**src/rtl/nim_display_pkg.sv**
```systemverilog
// Shared types and constants for the LED-matrix frame scheduler.
package nim_display_pkg;

    // One colour plane: 8 columns (index 0 = left), each 8 rows with MSB = top row.
    typedef logic [0:7][7:0] col_image_t;

    localparam int unsigned NUM_COLS = 8;
    localparam logic [2:0]  LAST_COL = 3'd7;

    typedef enum logic [0:0] {
        S_IDLE,
        S_PENDING
    } sched_state_t;

endpackage

```
**src/rtl/rr_arbiter2.sv**
```systemverilog
// Two-requester round-robin arbiter; priority moves to the loser after each grant.
module rr_arbiter2 (
    input  logic       clk,
    input  logic       rst,
    input  logic [1:0] req,
    input  logic       en,
    output logic [1:0] gnt
);

    // prio_q names the requester that wins a tie (0 = requester 0)
    logic prio_q;
    logic prio_d;

    // Grant decode: a single requester always wins, a tie goes to prio_q
    always_comb begin
        gnt = 2'b00;
        if (en) begin
            case (req)
                2'b01:   gnt = 2'b01;
                2'b10:   gnt = 2'b10;
                2'b11:   gnt = prio_q ? 2'b10 : 2'b01;
                default: gnt = 2'b00;
            endcase
        end
    end

    // After a grant, the other requester wins the next tie
    always_comb begin
        prio_d = prio_q;
        if (|gnt) begin
            prio_d = gnt[0];
        end
    end

    // Priority register
    always_ff @(posedge clk) begin
        if (rst) begin
            prio_q <= 1'b0;
        end else begin
            prio_q <= prio_d;
        end
    end

endmodule

```
**src/rtl/display_frame_scheduler.sv**
```systemverilog
// Double-buffered 8x8 RGB image: writers edit the back buffer, and a commit copies it
// to the displayed front buffer only on a display frame boundary (column 7 -> 0).
module display_frame_scheduler
    import nim_display_pkg::*;
#(
    parameter int unsigned NUM_WR = 2,
    parameter int unsigned CNT_W  = 8
) (
    input  logic                         clk,
    input  logic                         rst,
    input  logic [NUM_WR-1:0]            wr_valid,
    output logic [NUM_WR-1:0]            wr_ready,
    input  logic [NUM_WR-1:0][2:0]       wr_col,
    input  logic [NUM_WR-1:0][7:0]       wr_red,
    input  logic [NUM_WR-1:0][7:0]       wr_green,
    input  logic [NUM_WR-1:0][7:0]       wr_blue,
    input  logic                         clear_req,
    input  logic                         commit_req,
    output logic                         commit_busy,
    output logic                         commit_done,
    output logic [CNT_W-1:0]             commit_count,
    input  logic [2:0]                   col_num,
    output col_image_t                   image_red,
    output col_image_t                   image_green,
    output col_image_t                   image_blue
);

    sched_state_t state_q, state_d;

    logic [2:0]   col_prev_q;
    logic         boundary;

    logic         arb_en;
    logic         clear_accept;
    logic         copy_front;
    logic [1:0]   gnt;
    logic         wr_sel;

    col_image_t   back_red_q, back_green_q, back_blue_q;
    col_image_t   back_red_d, back_green_d, back_blue_d;
    col_image_t   front_red_q, front_green_q, front_blue_q;
    col_image_t   front_red_d, front_green_d, front_blue_d;

    logic         done_q;
    logic [CNT_W-1:0] count_q, count_d;

    assign boundary = (col_prev_q == LAST_COL) && (col_num == 3'd0);

    rr_arbiter2 u_arb (
        .clk (clk),
        .rst (rst),
        .req (wr_valid),
        .en  (arb_en),
        .gnt (gnt)
    );

    // State register
    always_ff @(posedge clk) begin
        if (rst) begin
            state_q <= S_IDLE;
        end else begin
            state_q <= state_d;
        end
    end

    // Next state: IDLE waits for a commit request, PENDING waits for the frame boundary
    always_comb begin
        state_d = state_q;
        unique case (state_q)
            S_IDLE: begin
                if (commit_req) begin
                    state_d = S_PENDING;
                end
            end
            S_PENDING: begin
                if (boundary) begin
                    state_d = S_IDLE;
                end
            end
            default: state_d = S_IDLE;
        endcase
    end

    // FSM outputs: writes and clear only in IDLE, clear masks both writers
    always_comb begin
        commit_busy  = (state_q == S_PENDING);
        arb_en       = (state_q == S_IDLE) && !clear_req;
        clear_accept = (state_q == S_IDLE) && clear_req;
        copy_front   = (state_q == S_PENDING) && boundary;
    end

    assign wr_ready = gnt;
    assign wr_sel   = gnt[1];

    // Back buffer next state: clear wins over a write; a write replaces a whole column
    always_comb begin
        back_red_d   = back_red_q;
        back_green_d = back_green_q;
        back_blue_d  = back_blue_q;
        if (clear_accept) begin
            back_red_d   = '0;
            back_green_d = '0;
            back_blue_d  = '0;
        end else if (|gnt) begin
            back_red_d[wr_col[wr_sel]]   = wr_red[wr_sel];
            back_green_d[wr_col[wr_sel]] = wr_green[wr_sel];
            back_blue_d[wr_col[wr_sel]]  = wr_blue[wr_sel];
        end
    end

    // Front buffer and commit counter change only on the boundary edge of a pending commit
    always_comb begin
        front_red_d   = front_red_q;
        front_green_d = front_green_q;
        front_blue_d  = front_blue_q;
        count_d       = count_q;
        if (copy_front) begin
            front_red_d   = back_red_q;
            front_green_d = back_green_q;
            front_blue_d  = back_blue_q;
            count_d       = count_q + CNT_W'(1);
        end
    end

    // Datapath registers; reset also abandons any pending commit
    always_ff @(posedge clk) begin
        if (rst) begin
            col_prev_q    <= 3'd0;
            back_red_q    <= '0;
            back_green_q  <= '0;
            back_blue_q   <= '0;
            front_red_q   <= '0;
            front_green_q <= '0;
            front_blue_q  <= '0;
            done_q        <= 1'b0;
            count_q       <= '0;
        end else begin
            col_prev_q    <= col_num;
            back_red_q    <= back_red_d;
            back_green_q  <= back_green_d;
            back_blue_q   <= back_blue_d;
            front_red_q   <= front_red_d;
            front_green_q <= front_green_d;
            front_blue_q  <= front_blue_d;
            done_q        <= copy_front;
            count_q       <= count_d;
        end
    end

    assign commit_done  = done_q;
    assign commit_count = count_q;
    assign image_red    = front_red_q;
    assign image_green  = front_green_q;
    assign image_blue   = front_blue_q;

endmodule

```
**config.mk**
```make
export PLATFORM = sky130hd
export DESIGN_NAME = display_frame_scheduler
export DESIGN_NICKNAME = d
export VERILOG_FILES = /design/src/rtl/nim_display_pkg.sv /design/src/rtl/rr_arbiter2.sv /design/src/rtl/display_frame_scheduler.sv
export SDC_FILE = /design/constraint.sdc
export NUM_CORES = 1
export LEC_CHECK = 0
export CAP_MARGIN = 30
export CORE_UTILIZATION = 55
export CTS_BUF_LIST = sky130_fd_sc_hd__clkbuf_4 sky130_fd_sc_hd__clkbuf_8
export CTS_CLUSTER_DIAMETER = 200
export DETAILED_ROUTE_END_ITERATION = 7
export HOLD_SLACK_MARGIN = 0.03
export PLACE_DENSITY = 0.83
export SLEW_MARGIN = 20
export SYNTH_ARGS = -nofsm -noshare
export SYNTH_HDL_FRONTEND = slang
export SYNTH_HIERARCHICAL = 1
export SYNTH_SLANG_ARGS = --single-unit
export TNS_END_PERCENT = 30
```
**constraint.sdc**
```tcl
create_clock -name clk -period 2.9 [get_ports clk]
set_input_delay 0.58 -clock clk [delete_from_list [all_inputs] [get_ports clk]]
set_output_delay 0.58 -clock clk [all_outputs]
set_load 0.02 [all_outputs]
```
==> results.txt <==
The tools report the number of failing hold endpoints at the final stage as 0. The number of synthesized flops with an enable pin was 0. In this run the cell area of the synthesized design comes to 0.0154 mm².

The via density per instance was 6.14; the slew at the pin closest to its max-slew limit was 938 ps. The die is 169 µm tall. The biggest area consumer among synthesized cells is dfxtp_1. The total die area came out at 0.0286 mm². The number of instances on the worst hold path came out at 2.

The tools report the number of search-and-repair iterations in the first detailed-routing pass as 6. Setup violations remaining at the end of the flow were counted as 0. The accumulated negative setup slack came out at 0 ps.

Entering global routing, the biggest net connects 210 pins. The final instance area was 0.0200 mm². The first global-routing pass estimated 71.0 mm of wire.

The floorplan has 60 rows. For the final estimated routing congestion in global placement, the log shows 0.841. Leaving out filler cells and counting taps, the final layout contains 2,289. In the final design database the tool counted 1,942 nets. In this run the worst hold path is classified as reg2reg.

The data arrival at the endpoint of the critical path was 2210 ps. Input and output buffers added on the ports amount to 266. The worst setup path is captured at a primary output. Summed over all cells, the static leakage comes to 7.89 nW. The share of the cycle needed by the critical path after routing came out at 0.961.

The synthesized netlist contains 35 unique library cells. The worst setup path is launched from an input port. The highest fanout seen on the critical path was 4; the detailed router's first-iteration violation count was 1,597. The share of cells above drive strength 1 was 0.112.

When the netlist entered floorplanning its net count stood at 1,725. 0 antenna diodes ended up in the layout. The horizontal die dimension was 169 µm. The tools report the number of slew-limit violations in the final report as 0.

The number of cells on the worst reg-to-reg path is 9. Final routed wirelength across all metal layers: 45.2 mm. After synthesis, the most frequently instantiated cells are nand3_1, dfxtp_1, a21oi_1, o21ai_0, mux2i_1.

Summed over all layers, the global routing overflow is 0. The detailed router placed 14,058 vias in this run. The routed wire length per instance was 19.8 µm.

Fraction of registers with async set/reset: 0. The worst path in the final design needs a cycle of 2790 ps, including I/O delays and setup. The worst register-to-register path ends at back_green_q[32]$_SDFFE_PP0P_. The core region is 0.0272 mm². The effective utilization at floorplan was 0.566.

The tools report the CTS buffer count as 58. The critical path required time came out at 2320 ps. In this run the critical register-to-register path is launched from commit_busy$_SDFF_PP0_. The logs give 0 for the remaining routing DRC violations and 6 for the synthesis warning total.

The run finished with clean final reports. Compared with the post-synthesis result, the final layout area differs by 30.2%. Setup repair after global routing left no endpoint under its margin.

Area share of the leading cell type in the synthesized netlist: 0.518. The number of sinks on the clock net came out at 398. 267 I/O pins were placed. The post-synthesis sequential area ratio is 0.518.

In this run the deepest clock path goes through 3 buffers. The average cell area after synthesis was 9.26 µm²; the total of hold buffers inserted after clock tree synthesis was 0. Total placed cells including tap cells: 2,190.

The worst setup path is of the in2out kind. The worst-case IR drop observed on VDD is 0.387 mV. The achievable clock frequency is 359 MHz. The worst hold path begins at back_blue_q[26]$_SDFFE_PP0P_.

The run gives 0 as the number of gates resized after cts. The detail route stage leaves a number of antenna-violating nets equal to 0. The H-tree was split into 2 levels. The power density normalized to cell area was 547 mW/mm²; the count of max-cap constraint violations was 0. Ranked by total cell area, the synthesized netlist is headed by dfxtp_1, nand3_1, mux2i_1, a21oi_1, o21ai_0. At the later pin of the worst-skew pair, clock insertion delay measures 600 ps. The estimated wirelength of the detail-placed design is 28.5 mm.

Synthesis handed over a netlist of 1,661 instances. Summing all placed instances gives a cell area of 0.0188 mm². The tools report the worst min-delay path endpoint as image_blue[26]$_SDFFE_PP0P_.

The most common cell in the synthesized netlist is nand3_1. The via count of the first global-routing pass was 13,608; the worst reg-to-reg setup slack was 450 ps. Counting the fill cells in the layout gives 1,943. Among all flip-flop cells after synthesis, the most frequent one is dfxtp_1. Across the routed clock network, the largest skew measured is 26.7 ps. The combined global-route utilization of all metal layers is 0.307. The run gives 0 as the initial antenna violation count.

Worst relative slew slack: 0.375. TritonCTS built the clock tree. Number of synthesized register bits: 398. The post-CTS setup buffer count is 0.

Clock tree synthesis selected as its root buffer the cell clkbuf_8. The clock slew seen by the registers of the worst setup and hold paths was 60 ps.
[logic make-up (layout without fill, tap and decap cells)]
family | Yosys count | count (layout) | synth area share
AO/OA/AOI/OAI | 407 | 407 | 0.136
flip-flops | 398 | 398 | 0.518
buffers and inverters | 183 | 439 | 0.0492
AND/OR/NAND/NOR | 453 | 453 | 0.151
adder cells (fa/ha/maj) | 1 | 1 | 0.000813
multiplexers | 219 | 219 | 0.145
[cell usage in the layout, fill, tap and decap left out, drive strengths merged, types with 3 or more instances in the layout]
cell type	netlist	final
buf	39	72
and3b	4	4
nor3b	4	4
or4	3	3
o21ai	194	194
nor4	3	3
o31ai	3	3
nand2	3	3
clkbuf	141	95
inv	3	4
clkdlybuf4s50	0	265
dfxtp	398	398
mux2	27	27
nand3	414	414
mux2i	192	192
nor2b	7	7
a21oi	200	200
o22ai	8	8
nor2	5	5
[area by class of cell]
cell class / count / area [µm²] / share of cell area
Tap cell: 372 / 465 / 0.0232
Clock buffer: 95 / 1180 / 0.0590
Clock inverter: 4 / 73.8 / 0.00369
Multi-Input combinational cell: 1080 / 6790 / 0.339
Timing Repair Buffer: 337 / 3530 / 0.177
Sequential cell: 398 / 7970 / 0.398
Inverter: 3 / 16.3 / 0.000812
[routing by layer]
layer | wire [µm] | track usage | up-vias
met5 | 0 | 0 | -
met4 | 1830 | 0.148 | 0
met3 | 3930 | 0.0634 | 130
met2 | 21700 | 0.510 | 747
met1 | 17800 | 0.380 | 6775
li1 | - | - | 6406
[how the worst max path moves through the flow]
stage          cells past startpoint  slack, ps  startpoint                       endpoint
3_3_place_gp                       9       -340   clear_req    back_red_q[59]$_SDFFE_PP0P_
3_5_place_dp                      10       -150   clear_req    back_red_q[33]$_SDFFE_PP0P_
6_report                           6        110   clear_req                    wr_ready[1]
2_1_floorplan                      8        110   clear_req  back_green_q[30]$_SDFFE_PP0P_
4_1_cts                            6        130   clear_req                    wr_ready[1]
5_1_grt                            6         40   clear_req                    wr_ready[1]
[registers in the layout, indices dropped and copies added (netlist names), 3 cells and up]
name and flops:
back_red_q 64, back_green_q 64, image_green 64, image_blue 64, commit_count 8, col_prev_q 3, back_blue_q 64, image_red 64
[worst max-delay path, cell delays in order]
cell	delay, ps
clkdlybuf4s50_1	430
nor2_1	140
buf_4	140
nand2_1	90
a21oi_4	180
clkdlybuf4s50_1	650
[stage by stage]
| stage | setup slack (ps) | power [mW] | utilization | hold WS [ps] |
|---|---|---|---|---|
| 3_3_place_gp | -343 | 6.25 | 0.690 | 452 |
| 6_report | 112 | 11.0 | 0.737 | 461 |
| 3_5_place_dp | -154 | 6.26 | 0.691 | 456 |
| 2_1_floorplan | 114 | 5.96 | - | 444 |
| 4_1_cts | 129 | 11.0 | 0.737 | 463 |
| 5_1_grt | 44.9 | 11.3 | 0.737 | 469 |
[power breakdown]
| part | switching (mW) | leakage, nW | internal [mW] |
|---|---|---|---|
| Combinational | 0.397 | 4.02 | 0.245 |
| Clock | 2.07 | 0.668 | 2.73 |
| Sequential | 0.0189 | 3.21 | 5.50 |
Note: power is estimated with default switching activity, not from simulation.
